### config.mk
export PLATFORM = sky130hd
export DESIGN_NAME = trace_player
export DESIGN_NICKNAME = d
export VERILOG_FILES = /design/src/rtl/trace_player.sv
export SDC_FILE = /design/constraint.sdc
export NUM_CORES = 1
export LEC_CHECK = 0
export BUFFER_PORTS_ARGS = -buffer_cell sky130_fd_sc_hd__buf_2
export CAP_MARGIN = 20
export CORE_MARGIN = 2
export CORE_UTILIZATION = 60
export CTS_BUF_LIST = sky130_fd_sc_hd__clkbuf_8
export DETAILED_ROUTE_END_ITERATION = 7
export HOLD_SLACK_MARGIN = 0.06
export PLACE_DENSITY_LB_ADDON = 0.05
export RECOVER_POWER = 50
export SLEW_MARGIN = 25
export SYNTH_ARGS = -nofsm -noshare
export SYNTH_HDL_FRONTEND = slang
export SYNTH_SLANG_ARGS = --single-unit
### constraint.sdc
create_clock -name i_clk -period 3.9 [get_ports i_clk]
set_clock_uncertainty 0.2 [all_clocks]
set_input_delay 0.195 -clock i_clk [delete_from_list [all_inputs] [get_ports i_clk]]
set_output_delay 0.195 -clock i_clk [all_outputs]
set_load 0.005 [all_outputs]
### src/rtl/trace_player.sv
`default_nettype none
// ==========================================================================
// trace_player : fetches opcode words from a trace ROM and issues
//                tree-targeted push/pop commands.              Rev 1.0
// ==========================================================================
module trace_player #(
  parameter  int PTW            = 16,
  parameter  int MTW            = 2,
  parameter  int TREE_NUM       = 4,
  parameter  int IDLECYCLE      = 1024,
  parameter  int ROM_SIZE       = 16,
  parameter  int LOOP_COUNT     = 1,
  parameter  int SKIP_EMPTY_POP = 1,
  parameter  int CNT_W          = 16,
  localparam int DW             = MTW + PTW,
  localparam int TNB            = (TREE_NUM > 1) ? $clog2(TREE_NUM) : 1,
  localparam int IB             = (IDLECYCLE > 1) ? $clog2(IDLECYCLE) : 1,
  localparam int AW             = (ROM_SIZE > 1) ? $clog2(ROM_SIZE) : 1,
  localparam int FW             = TNB + PTW + DW,
  localparam int TW             = ((IB > FW) ? IB : FW) + 2
) (
  input  logic             i_clk,
  input  logic             i_arst_n,
  input  logic             i_enable,
  input  logic [TW-1:0]    i_trace_data,
  input  logic             i_task_fifo_full,
  output logic             o_read,
  output logic [AW-1:0]    o_read_addr,
  output logic             o_push,
  output logic [TNB-1:0]   o_push_tree_id,
  output logic [PTW-1:0]   o_push_priority,
  output logic [DW-1:0]    o_push_data,
  output logic             o_pop,
  output logic [TNB-1:0]   o_pop_tree_id,
  output logic             o_finish,
  output logic [CNT_W-1:0] o_push_cnt,
  output logic [CNT_W-1:0] o_pop_cnt,
  output logic [CNT_W-1:0] o_pop_skip_cnt
);

  localparam logic [1:0] OP_IDLE = 2'b00;
  localparam logic [1:0] OP_PUSH = 2'b01;
  localparam logic [1:0] OP_END  = 2'b11;

  typedef enum logic [2:0] {
    S_IDLE   = 3'd0,
    S_FETCH  = 3'd1,
    S_DECODE = 3'd2,
    S_DELAY  = 3'd3,
    S_ISSUE  = 3'd4,
    S_DONE   = 3'd5
  } state_t;

  state_t           state_q, state_d;
  logic [AW-1:0]    pc_q, pc_d, read_addr_q;
  logic             read_q;
  logic [TW-1:0]    word_q;
  logic [IB-1:0]    cnt_q;
  logic [31:0]      loops_q;
  logic [CNT_W-1:0] occ_q [TREE_NUM];
  logic             push_q, pop_q, finish_q;
  logic [TNB-1:0]   push_tree_q, pop_tree_q;
  logic [PTW-1:0]   push_pri_q;
  logic [DW-1:0]    push_data_q;
  logic [CNT_W-1:0] push_cnt_q, pop_cnt_q, skip_cnt_q;

  logic [1:0]       in_op_d, op_d;
  logic [IB-1:0]    in_n_d;
  logic [TNB-1:0]   tree_d;
  logic [CNT_W-1:0] occ_sel_d;
  logic             step_d, eop_d, fire_d, more_d, wrap_d;

  assign in_op_d   = i_trace_data[TW-1 -: 2];
  assign in_n_d    = i_trace_data[IB-1:0];
  assign op_d      = word_q[TW-1 -: 2];
  assign tree_d    = word_q[TW-3 -: TNB];
  assign occ_sel_d = occ_q[tree_d];
  assign wrap_d    = (pc_q == AW'(ROM_SIZE - 1));
  assign more_d    = (LOOP_COUNT == 0) || (loops_q > 32'd1);

  // step_d: current word retired, advance pc; eop_d: pass boundary reached.
  always_comb begin
    state_d = state_q;
    pc_d    = pc_q;
    step_d  = 1'b0;
    eop_d   = 1'b0;
    fire_d  = 1'b0;
    case (state_q)
      S_IDLE:   if (i_enable) state_d = S_FETCH;
      S_FETCH:  state_d = S_DECODE;
      S_DECODE: begin
        case (in_op_d)
          OP_IDLE: begin
            if (in_n_d == '0) step_d = 1'b1;
            else              state_d = S_DELAY;
          end
          OP_END:  eop_d = 1'b1;
          default: state_d = S_ISSUE;
        endcase
      end
      S_DELAY:  if (cnt_q <= IB'(1)) step_d = 1'b1;
      S_ISSUE: begin
        if (!i_task_fifo_full) begin
          step_d = 1'b1;
          fire_d = 1'b1;
        end
      end
      default:  state_d = S_DONE;
    endcase
    if (step_d) begin
      if (wrap_d) begin
        eop_d = 1'b1;
      end else begin
        pc_d    = pc_q + AW'(1);
        state_d = i_enable ? S_FETCH : S_IDLE;
      end
    end
    if (eop_d) begin
      if (more_d) begin
        pc_d    = '0;
        state_d = i_enable ? S_FETCH : S_IDLE;
      end else begin
        state_d = S_DONE;
      end
    end
  end

  always_ff @(posedge i_clk or negedge i_arst_n) begin
    if (!i_arst_n) begin
      state_q     <= S_IDLE;
      pc_q        <= '0;
      read_q      <= 1'b0;
      read_addr_q <= '0;
      word_q      <= '0;
      cnt_q       <= '0;
      loops_q     <= 32'(LOOP_COUNT);
      push_q      <= 1'b0;
      pop_q       <= 1'b0;
      finish_q    <= 1'b0;
      push_tree_q <= '0;
      pop_tree_q  <= '0;
      push_pri_q  <= '0;
      push_data_q <= '0;
      push_cnt_q  <= '0;
      pop_cnt_q   <= '0;
      skip_cnt_q  <= '0;
      for (int t = 0; t < TREE_NUM; t++) occ_q[t] <= '0;
    end else begin
      state_q <= state_d;
      pc_q    <= pc_d;
      read_q  <= (state_d == S_FETCH);
      if (state_d == S_FETCH) read_addr_q <= pc_d;
      push_q  <= 1'b0;
      pop_q   <= 1'b0;
      if (state_d == S_DONE) finish_q <= 1'b1;
      if (state_q == S_DECODE) begin
        word_q <= i_trace_data;
        cnt_q  <= in_n_d;
      end else if (state_q == S_DELAY) begin
        cnt_q  <= cnt_q - IB'(1);
      end
      if (eop_d && more_d && (LOOP_COUNT != 0)) loops_q <= loops_q - 32'd1;
      if (fire_d) begin
        if (op_d == OP_PUSH) begin
          push_q      <= 1'b1;
          push_tree_q <= tree_d;
          push_pri_q  <= word_q[TW-3-TNB -: PTW];
          push_data_q <= word_q[TW-3-TNB-PTW -: DW];
          if (occ_sel_d != '1)  occ_q[tree_d] <= occ_sel_d + CNT_W'(1);
          if (push_cnt_q != '1) push_cnt_q <= push_cnt_q + CNT_W'(1);
        end else if ((occ_sel_d != '0) || (SKIP_EMPTY_POP == 0)) begin
          pop_q      <= 1'b1;
          pop_tree_q <= tree_d;
          if (occ_sel_d != '0) occ_q[tree_d] <= occ_sel_d - CNT_W'(1);
          if (pop_cnt_q != '1) pop_cnt_q <= pop_cnt_q + CNT_W'(1);
        end else begin
          if (skip_cnt_q != '1) skip_cnt_q <= skip_cnt_q + CNT_W'(1);
        end
      end
    end
  end

  assign o_read          = read_q;
  assign o_read_addr     = read_addr_q;
  assign o_push          = push_q;
  assign o_push_tree_id  = push_tree_q;
  assign o_push_priority = push_pri_q;
  assign o_push_data     = push_data_q;
  assign o_pop           = pop_q;
  assign o_pop_tree_id   = pop_tree_q;
  assign o_finish        = finish_q;
  assign o_push_cnt      = push_cnt_q;
  assign o_pop_cnt       = pop_cnt_q;
  assign o_pop_skip_cnt  = skip_cnt_q;

endmodule
`default_nettype wire
==> flow_summary.ini <==
[outcome]
outcome = finished with violations
violations = max-capacitance violations, max-slew violations

[floorplanning]
io-pin-count = 136
die_area_sq_um = 19890
design.core.area_sq_um = 18580
die_w_um = 141.0
dieHeight_um = 141.0
num_rows = 50
start_util_pct = 60.63

[min_path]
hold_start = i_trace_data[22]
hold_class = input port to flip-flop

[finish]
nets = 1312
layout_commonest_cell = nand2_1
final_cell_mix = 270 x nand2_1, 244 x dfrtp_1, 86 x buf_2, 60 x mux2_2, 58 x nor2_1
fillers = 1398
drive_gt1_share_pct = 20.02
diodes = 0
fin_cells = 1523
synthToLayoutAreaGrowth_pct = 18.87

[routing]
first_pass_iters = 5
wire_per_inst_um = 15.99
drc = 0
vias = 8299
drt-total-wl_um = 24360
vias_per_cell = 5.449
antenna_left = 0
drtIter0Drc = 522

[setup_path]
crit_start = word_q[35]
max_stage_delay_ns = 0.68
slowest_stage = dfrtp_1
critical_path_buf_inv_count = 1
cpLargestDelayFamily = simple AND/OR/NAND/NOR gates
crit_required_ns = 4.12
r2r-start = word_q[35]
cp_max_fo = 13
endpoint_kind = flip-flop
worst_ep_arrival_time_ns = 3.99
crit_chain = mux4_1 > or4_4 > or3_1 > o311a_1 > buf_4 > nand2_1 > mux2_2
path_class = flip-flop to flip-flop
rrSetupSlack_ns = 0.13
startpoint_type = flip-flop

[global_routing]
grt-ovfl-total = 0
grt_use_total_pct = 25.16
grt_pass1_wl_um = 40840
grt_pass1_vias = 8370
grt_max_degree = 95
antenna_found_initial = 0

[sta]
fin_tns_setup_ns = 0
setup_violations = 0
drv_slew = 94
fin_crit_sh_pct = 96.62
whs_ns = 0.1807
worst_slew_pin_slew_ns = 2.394
rsz0062_at_grt = no
hold_viol = 0
relSlewSlack_pct = -59.61
period_minus_slack_ns = 3.768
max_freq_mhz = 265.4

[clock_tree]
clkTransAtPathRegs_ns = 0.06
clockBufferDepth = 3
clockRootBuffer = clkbuf_8
cts_resized = 0
numClockSinks = 245
cts_made_buffers = 41
cts_tree = yes
clk-insertion-delay-late_ns = 0.55
htree_levels = 2

[placement]
dp_cells = 1409
numPortBuffers = 135
dp_hpwl_um = 15970
routabilityCongestion = 0.8204

[job]
maxCapViolations = 1

[synthesis]
synthCells = 1046
synth_edf_count = 0
async_flop_share_pct = 100.0
yosysUniqueCellTypes = 66
ys_seq_elements = 245
ys.flop_type = dfrtp_1
syn_nets = 1100
yosys_warnings = 0
syn-cell-area_sq_um = 11270
ys_seq_area_share_pct = 54.43
postSynthAreaPerCell_sq_um = 10.77

[power]
p_total_mw = 9.134
max-vdd-ir-drop_mv = 0.4217
leakage_nw = 6.844
power_density_nw_per_um2 = 682.0
==> flip-flops by register name, summed over array words and instances (netlist names), named ones only <==
signal,count
occ_q,60
word_q,38
loops_q,32
o_push_data,18
o_pop_cnt,16
o_pop_skip_cnt,16
o_push_cnt,16
o_push_priority,16
cnt_q,10
o_read_addr,4
pc_q,4
state_q,3
o_pop_tree_id,2
o_push_tree_id,2
o_finish,1
o_pop,1
o_push,1
o_read,1
==> final timing paths <==
path                       cells after the start        endpoint
hold / removal                                 4      word_q[22]
setup reg to reg                               7    o_pop_cnt[1]
min in group asynchronous                      2    o_pop_cnt[8]
max in group asynchronous                      3  o_push_cnt[13]
hold reg to reg                                1      loops_q[7]
setup / recovery                               7    o_pop_cnt[1]
==> layer usage <==
metal  up-vias  wire length (um)  track usage [%]
met5         -                 0                0
li1       4012                 -                -
met1      4033             11280            35.83
met4         0               635            8.737
met3        52              1144            4.246
met2       202             11300            39.77
==> cell usage after synthesis, types with 13 or more instances <==
cell type / count / area [sq um]
dfrtp_1: 244 / 6106
nand2_1: 270 / 1013
nor2_1: 58 / 217.7
nor3_1: 25 / 125.1
nand3_1: 38 / 190.2
nand4_1: 13 / 81.33
clkbuf_1: 18 / 67.56
inv_1: 25 / 93.84
mux2_2: 60 / 675.7
o21ai_0: 20 / 100.1
xor2_1: 40 / 350.3
a21oi_1: 15 / 75.07
xnor2_1: 50 / 437.9
==> cells by family (layout without fill, tap and decap cells) <==
| family | count (synthesis) | in the layout | synth area share, % |
|---|---|---|---|
| fa+ha+maj | 12 | 12 | 1.333 |
| flops | 245 | 245 | 54.43 |
| simple gates | 478 | 478 | 19.34 |
| buf+inv | 62 | 305 | 2.776 |
| xor+xnor | 90 | 90 | 6.997 |
| mux | 87 | 87 | 10.82 |
| compound gates | 72 | 72 | 4.309 |
==> through the flow <==
step / cell area, sq um / util, % / setup WS, ns
6_report: 13390 / 72.07 / 0.1317
5_1_grt: 13390 / 72.07 / 0.01614
4_1_cts: 13470 / 72.51 / 0.1391
3_5_place_dp: 12300 / 66.18 / 0.1517
3_3_place_gp: 12300 / 66.18 / 0.2073
2_1_floorplan: 11270 / - / 0.3313
==> cell type report <==
type	instances	area, sq um	share of cell area (%)
Timing Repair Buffer	205	1269	9.474
Clock buffer	46	633.1	4.728
Inverter	26	97.59	0.7288
Tap cell	234	292.8	2.186
Sequential cell	245	6132	45.79
Clock inverter	28	141.4	1.056
Multi-Input combinational cell	739	4826	36.04
==> report_power, final <==
part / switching [mW] / internal, mW
Sequential: 0.498 / 3.30
Clock: 0.990 / 1.15
Combinational: 1.77 / 1.44
==> repair_timing <==
action	in CTS	in global routing
setup buffers	0	0
hold buffers	40	0
hold endpoints to repair	142	0
==> worst register-to-register path: stages, from the launching register on <==
cell and delay [ns]:
dfrtp_1 0.68, mux4_1 0.46, or4_4 0.55, or3_1 0.38, o311a_1 0.52, buf_4 0.23, nand2_1 0.26, mux2_2 0.38
Note: power is estimated with default switching activity, not from simulation.
